## config.mk

```make
export PLATFORM = sky130hd
export DESIGN_NAME = airlock_sequencer_flat
export DESIGN_NICKNAME = d
export VERILOG_FILES = /design/src/rtl/airlock_pkg.sv /design/src/rtl/airlock_if.sv /design/src/rtl/airlock_tick_timer.sv /design/src/rtl/airlock_sequencer.sv /design/src/flat_wrapper.sv
export SDC_FILE = /design/constraint.sdc
export NUM_CORES = 1
export LEC_CHECK = 0
export ABC_AREA = 0
export BUFFER_PORTS_ARGS = -buffer_cell sky130_fd_sc_hd__buf_4
export CAP_MARGIN = 20
export CELL_PAD_IN_SITES_DETAIL_PLACEMENT = 0
export CELL_PAD_IN_SITES_GLOBAL_PLACEMENT = 2
export CORE_ASPECT_RATIO = 0.8
export CORE_UTILIZATION = 31
export DETAILED_ROUTE_END_ITERATION = 10
export PLACE_DENSITY_LB_ADDON = 0.08
export SYNTH_ARGS = -nofsm -noshare
export SYNTH_HDL_FRONTEND = slang
export SYNTH_SLANG_ARGS = --single-unit
```

## constraint.sdc

```tcl
create_clock -name clock -period 2.9 [get_ports clock]
set_input_delay 0.29 -clock clock [delete_from_list [all_inputs] [get_ports clock]]
set_output_delay 0.29 -clock clock [all_outputs]
set_load 0.01 [all_outputs]
```

## src/rtl/airlock_pkg.sv

```systemverilog
// airlock_pkg: state encoding, segment codes and helpers shared by the airlock sequencer files.
package airlock_pkg;

   typedef enum logic [3:0] {
      IDLE       = 4'd0,
      ANNOUNCE   = 4'd1,
      ARM_EVAC   = 4'd2,
      EVAC       = 4'd3,
      VACUUM     = 4'd4,
      OUTER_OPEN = 4'd5,
      ARM_PRESS  = 4'd6,
      PRESS      = 4'd7,
      FAULT      = 4'd8
   } stateT;

   // Active-low segments, bit order gfedcba
   localparam logic [6:0] L     = 7'b1000111;
   localparam logic [6:0] E     = 7'b0000110;
   localparam logic [6:0] P     = 7'b0001100;
   localparam logic [6:0] A     = 7'b0001000;
   localparam logic [6:0] F     = 7'b0001110;
   localparam logic [6:0] BLANK = 7'b1111111;

   function automatic logic isTimed(stateT s);
      return s == ANNOUNCE || s == EVAC || s == PRESS;
   endfunction

endpackage

```

## src/rtl/airlock_if.sv

```systemverilog
// airlock_if: door/request/command inputs and display/status outputs of the airlock sequencer.
interface airlock_if #(
   parameter int CYC_W = 8
);
   logic             tick;
   logic             inner_port;
   logic             outer_port;
   logic             leave_req;
   logic             arrive_req;
   logic             evac;
   logic             pressurize;
   logic             fault_clr;
   logic             abort;
   logic [6:0]       display;
   logic             busy;
   logic             fault;
   logic             dir;
   logic [CYC_W-1:0] cycles;

   modport master (
      output tick, inner_port, outer_port, leave_req, arrive_req, evac, pressurize, fault_clr, abort,
      input  display, busy, fault, dir, cycles
   );

   modport slave (
      input  tick, inner_port, outer_port, leave_req, arrive_req, evac, pressurize, fault_clr, abort,
      output display, busy, fault, dir, cycles
   );
endinterface

```

## src/rtl/airlock_tick_timer.sv

```systemverilog
// airlock_tick_timer: tick counter with clear, enable and a terminal count against a runtime limit.
module airlock_tick_timer #(
   parameter int TMR_W = 4
) (
   input  logic             clock,
   input  logic             rst,
   input  logic             clear,
   input  logic             enable,
   input  logic [TMR_W-1:0] limit,
   output logic             done
);
   logic [TMR_W-1:0] count;

   always_ff @(posedge clock or negedge rst)
      if (!rst) count <= '0;
      else if (clear) count <= '0;
      else if (enable) count <= count + TMR_W'(1);

   // Fires on the tick that completes the limit-th count, so a phase lasts exactly limit ticks
   assign done = enable && count == limit - TMR_W'(1);
endmodule

```

## src/rtl/airlock_sequencer.sv

```systemverilog
// airlock_sequencer: two-direction evacuate/pressurize airlock sequencer with interlock fault and cycle count.
// Define AIRLOCK_ABORT_EN to let abort cancel announce/arm and cut evacuation short.
module airlock_sequencer
   import airlock_pkg::*;
#(
   parameter int TMR_W          = 4,
   parameter int ANNOUNCE_TICKS = 1,
   parameter int EVAC_TICKS     = 2,
   parameter int PRESS_TICKS    = 4,
   parameter int CYC_W          = 8
) (
   input logic      clock,
   input logic      rst,
   airlock_if.slave bus
);
   stateT            state, nextState;
   logic             dirReg, dirNext;
   logic [CYC_W-1:0] cycleCount;
   logic [TMR_W-1:0] limit;
   logic             done, doorsShut, violation, countCycle;
   logic             abortIdle, abortPress, skipCount;

   assign doorsShut = !bus.inner_port && !bus.outer_port;
   assign violation = (bus.inner_port && bus.outer_port)
      || (bus.inner_port && (state == EVAC || state == VACUUM || state == OUTER_OPEN || state == PRESS))
      || (bus.outer_port && (state == ANNOUNCE || state == EVAC || state == PRESS));

   assign limit = state == ANNOUNCE ? TMR_W'(ANNOUNCE_TICKS)
                : state == EVAC     ? TMR_W'(EVAC_TICKS)
                :                     TMR_W'(PRESS_TICKS);

   airlock_tick_timer #(.TMR_W(TMR_W)) timer (
      .clock  (clock),
      .rst    (rst),
      .clear  (nextState != state && isTimed(nextState)),
      .enable (bus.tick && isTimed(state)),
      .limit  (limit),
      .done   (done)
   );

`ifdef AIRLOCK_ABORT_EN
   logic skipNext;
   assign abortIdle  = bus.abort && (state == ANNOUNCE || state == ARM_EVAC);
   assign abortPress = bus.abort && state == EVAC;
   // An aborted evacuation still repressurizes, but that pass is not a completed cycle
   assign skipNext   = nextState == PRESS && (state == PRESS ? skipCount : abortPress);
   always_ff @(posedge clock or negedge rst)
      if (!rst) skipCount <= 1'b0;
      else skipCount <= skipNext;
`else
   logic unusedAbort;
   assign abortIdle   = 1'b0;
   assign abortPress  = 1'b0;
   assign skipCount   = 1'b0;
   assign unusedAbort = bus.abort;
`endif

   always_ff @(posedge clock or negedge rst)
      if (!rst) begin
         state      <= IDLE;
         dirReg     <= 1'b0;
         cycleCount <= '0;
      end else begin
         state      <= nextState;
         dirReg     <= dirNext;
         cycleCount <= cycleCount + CYC_W'(countCycle);
      end

   always_comb begin
      nextState = state;
      dirNext   = dirReg;
      case (state)
         IDLE:
            if (doorsShut && bus.leave_req != bus.arrive_req) begin
               nextState = ANNOUNCE;
               dirNext   = bus.arrive_req;
            end
         ANNOUNCE:   if (done) nextState = ARM_EVAC;
         ARM_EVAC:   if (bus.evac && doorsShut) nextState = EVAC;
         EVAC:       if (done) nextState = VACUUM;
         VACUUM:     if (bus.outer_port && !bus.inner_port) nextState = OUTER_OPEN;
         OUTER_OPEN: if (doorsShut && (dirReg || !bus.leave_req)) nextState = ARM_PRESS;
         ARM_PRESS:  if (bus.pressurize && doorsShut) nextState = PRESS;
         PRESS:      if (done) nextState = IDLE;
         FAULT:      if (bus.fault_clr && doorsShut) nextState = ARM_PRESS;
         default:    nextState = IDLE;
      endcase
      if (abortIdle) nextState = IDLE;
      if (abortPress) nextState = PRESS;
      if (violation) nextState = FAULT;
   end

   assign countCycle = state == PRESS && nextState == IDLE && !skipCount;

   assign bus.display = state == ANNOUNCE ? (dirReg ? A : L)
                      : state == EVAC     ? E
                      : state == PRESS    ? P
                      : state == FAULT    ? F
                      :                     BLANK;
   assign bus.busy    = state != IDLE;
   assign bus.fault   = state == FAULT;
   assign bus.dir     = dirReg;
   assign bus.cycles  = cycleCount;
endmodule

```

## src/flat_wrapper.sv

```systemverilog
// flat-port wrapper written by rule: the top's interface ports become plain ports
module airlock_sequencer_flat import airlock_pkg::*;
#(
   parameter int TMR_W          = 4,
   parameter int ANNOUNCE_TICKS = 1,
   parameter int EVAC_TICKS     = 2,
   parameter int PRESS_TICKS    = 4,
   parameter int CYC_W          = 8
)
  (clock, rst, bus_tick, bus_inner_port, bus_outer_port, bus_leave_req, bus_arrive_req, bus_evac, bus_pressurize, bus_fault_clr, bus_abort, bus_display, bus_busy, bus_fault, bus_dir, bus_cycles);
  airlock_if #(.CYC_W(CYC_W)) bus_i ();
  input logic clock;
  input logic rst;
  input wire logic [$bits(bus_i.tick)-1:0] bus_tick;
  input wire logic [$bits(bus_i.inner_port)-1:0] bus_inner_port;
  input wire logic [$bits(bus_i.outer_port)-1:0] bus_outer_port;
  input wire logic [$bits(bus_i.leave_req)-1:0] bus_leave_req;
  input wire logic [$bits(bus_i.arrive_req)-1:0] bus_arrive_req;
  input wire logic [$bits(bus_i.evac)-1:0] bus_evac;
  input wire logic [$bits(bus_i.pressurize)-1:0] bus_pressurize;
  input wire logic [$bits(bus_i.fault_clr)-1:0] bus_fault_clr;
  input wire logic [$bits(bus_i.abort)-1:0] bus_abort;
  output wire logic [$bits(bus_i.display)-1:0] bus_display;
  output wire logic [$bits(bus_i.busy)-1:0] bus_busy;
  output wire logic [$bits(bus_i.fault)-1:0] bus_fault;
  output wire logic [$bits(bus_i.dir)-1:0] bus_dir;
  output wire logic [$bits(bus_i.cycles)-1:0] bus_cycles;
  assign bus_i.tick = bus_tick;
  assign bus_i.inner_port = bus_inner_port;
  assign bus_i.outer_port = bus_outer_port;
  assign bus_i.leave_req = bus_leave_req;
  assign bus_i.arrive_req = bus_arrive_req;
  assign bus_i.evac = bus_evac;
  assign bus_i.pressurize = bus_pressurize;
  assign bus_i.fault_clr = bus_fault_clr;
  assign bus_i.abort = bus_abort;
  assign bus_display = bus_i.display;
  assign bus_busy = bus_i.busy;
  assign bus_fault = bus_i.fault;
  assign bus_dir = bus_i.dir;
  assign bus_cycles = bus_i.cycles;
  airlock_sequencer #(.TMR_W(TMR_W), .ANNOUNCE_TICKS(ANNOUNCE_TICKS), .EVAC_TICKS(EVAC_TICKS), .PRESS_TICKS(PRESS_TICKS), .CYC_W(CYC_W)) u_core (.clock(clock), .rst(rst), .bus(bus_i));
endmodule
```

==> qor.csv <==
metric,value,unit
status,finished clean,
antenna_left,0,
route.detailed.vias_per_inst,5.143,
antenna_found_initial,0,
final_area,1463,sq um
tns,0,ns
clock_sinks,17,
grt-ovfl-total,0,
synth_edf_count,0,
port_buffers,27,
diodes,0,
cp.required,3.03,ns
grt_pass1_vias,962,
hpwlAfterDp,2145,um
intPower,641.3,uW
place_inst,191,
ys_warn_count,0,
p_clk_share,16.2,%
max_freq,367.6,MHz
die_x,69.42,um
maxSlewHeadroom,73.60,%
drtPass1Iterations,4,
worst_pin_slew,0.3943,ns
drtIter0Drc,68,
max_stage_delay,0.46,ns
hold_ws,0.2655,ns
gp_congestion,0.7542,
worst_path_most_repeated_cell,ha_1,
synth_fp_nets,135,
synthToLayoutAreaGrowth,29.74,%
cp-start-kind,register,
hold_viol_final,0,
path_cells,nand2b_4 > o32ai_2 > a311oi_1 > o31a_1 > nor4_2 > ha_1 > ha_1 > and3_1 > nand3_1 > xnor2_1,
grt_pass1_wl,4692,um
fin_crit_sh,93.81,%
worst_ep_arrival_time,2.85,ns
postCtsSetupRepairBufs,0,
combPwrFrac,52.5,%
p_sw_share,38.94,%
vias,1008,
hold_class,primary input to register,
layout.area.seq,427.9,sq um
critPathKind,register to register,
cts_tree,done,
final_nets,169,
cap_viol_max_count,0,
cts_buffer_depth,2,
worst-path-buf-inv,0,
final_common_cell,buf_4,
cts_root_buf,clkbuf_8,
fillers,344,
layout-drive-gt1-share,32.47,%
stdcell_count,196,
grt_max_degree,18,
synth-seq-cells,17,
switchingPower,408.9,uW
seq_area_frac_synth,37.74,%
ir_drop,0.0003897,V
final_cell_mix,"36 x buf_4, 15 x nor2_1, 15 x dfrtp_1",
coreArea,3447,sq um
clkLatencyLatePin,0.25,ns
crit_path_top_delay_cell,dfrtp_1,
cp-end-kind,register,
synth-async-reset-ratio,100.0,%
ios,29,
place_area,1399,sq um
leakage,0.6779,nW
p_per_area,718.0,nW/um^2
synth_cell_types,44,
slew_viol_final,0,
path_clk_slew,0.06,ns
syn-cell-area,1127,sq um
cp_max_fo,7,
die_h,55.94,um
drt_wl_total,2763,um
skew,0.003495,ns
power_frac_seq,31.2,%
fp-row-count,19,
multi_input_area,640.6,sq um
path_delay_family,compound AO/OA/AOI/OAI gates,
finalCriticalPeriod,2.721,ns
rsz0062_at_grt,no,
start_util,32.70,%
wl_per_cell,14.10,um
ys.flop_type,dfrtp_1,
htreeDepth,1,
die_area,3883,sq um
avgSynthCellArea,9.317,sq um
syn_inst,121,
setup_violations,0,
cts_buffers,3,
grtUsageTotal,15.38,%
drc,0,
fin_util,42.43,%
## power by group through the flow
stage,combinational [mW],sequential (mW),clock (mW)
floorplan,0.371,0.303,0
global placement,0.548,0.335,0
detailed placement,0.546,0.332,0
CTS,0.549,0.328,0.181
global route,0.609,0.336,0.191
finish,0.552,0.328,0.170
## synth_stat cells (2+ instances only)
cell	n	area share (%)
a22oi_1	2	1.3
buf_4	3	2.0
ha_1	3	3.3
nor2b_1	2	1.1
or4_1	2	1.3
inv_1	4	1.3
clkbuf_1	2	0.67
nor2_1	15	5.0
o22ai_1	3	1.7
nand4_1	3	1.7
nand3_1	5	2.2
dfrtp_1	17	38
buf_2	2	0.89
o21a_1	3	2.0
nand2b_1	2	1.1
xor2_1	5	3.9
mux2i_1	3	2.7
o21ai_0	2	0.89
nand2_1	7	2.3
xnor2_1	6	4.7
a21oi_1	7	3.1
## flip-flops by register name, indices dropped and copies added, names as in the netlist
signal / count
u_core.state: 4
u_core.bus.dir: 1
u_core.timer.count: 4
u_core.bus.cycles: 8
## per-layer routing
| layer | GRT usage [%] | wire [um] |
|---|---|---|
| met1 | 24.14 | 1420 |
| met2 | 20.94 | 1150 |
| met3 | 4.710 | 179 |
| met4 | 1.749 | 13 |
| met5 | 0 | 0 |
## cell families after synthesis
family	Yosys count	share of synthesized area, %
AND/OR/NAND/NOR	49	25.30
AO/OA/AOI/OAI	26	16.54
buffers and inverters	12	5.882
XOR/XNOR	11	8.546
adder cells (fa/ha/maj)	3	3.330
flip-flops	17	37.74
multiplexers	3	2.664
## area by class of cell
cell class,count,share of cell area [%]
Inverter,4,1.027
Timing Repair Buffer,37,19.16
Tap cell,42,3.593
Clock inverter,1,0.3422
Multi-Input combinational cell,92,43.80
Clock buffer,3,2.823
Sequential cell,17,29.26
## worst paths after layout
path	startpoint	endpoint	slack [ns]	cells past startpoint
hold / removal	bus_leave_req	u_core.bus.dir	0.27	2
min in group asynchronous	rst	u_core.state[2]	0.44	2
setup reg to reg	u_core.state[3]	u_core.bus.cycles[6]	0.18	10
max in group asynchronous	rst	u_core.state[1]	2.26	2
hold reg to reg	u_core.bus.cycles[7]	u_core.bus.cycles[7]	0.49	1
setup / recovery	u_core.state[3]	u_core.bus.cycles[6]	0.18	10
## what timing repair did
item / in CTS / in global routing
hold endpoints to repair: 17 / 0
gates resized for setup: 0 / 3
endpoints found under the setup margin: 0 / 2
hold buffers: 1 / 0
## stage by stage
step / total power [mW] / setup WS (ns)
after floorplan: 0.6738 / 0.4105
after global placement: 0.8828 / 0.1087
after detailed placement: 0.8779 / 0.08004
after CTS: 1.057 / 0.05682
after global routing: 1.135 / 0.01168
final: 1.050 / 0.1794
Note: power is estimated with default switching activity, not from simulation.
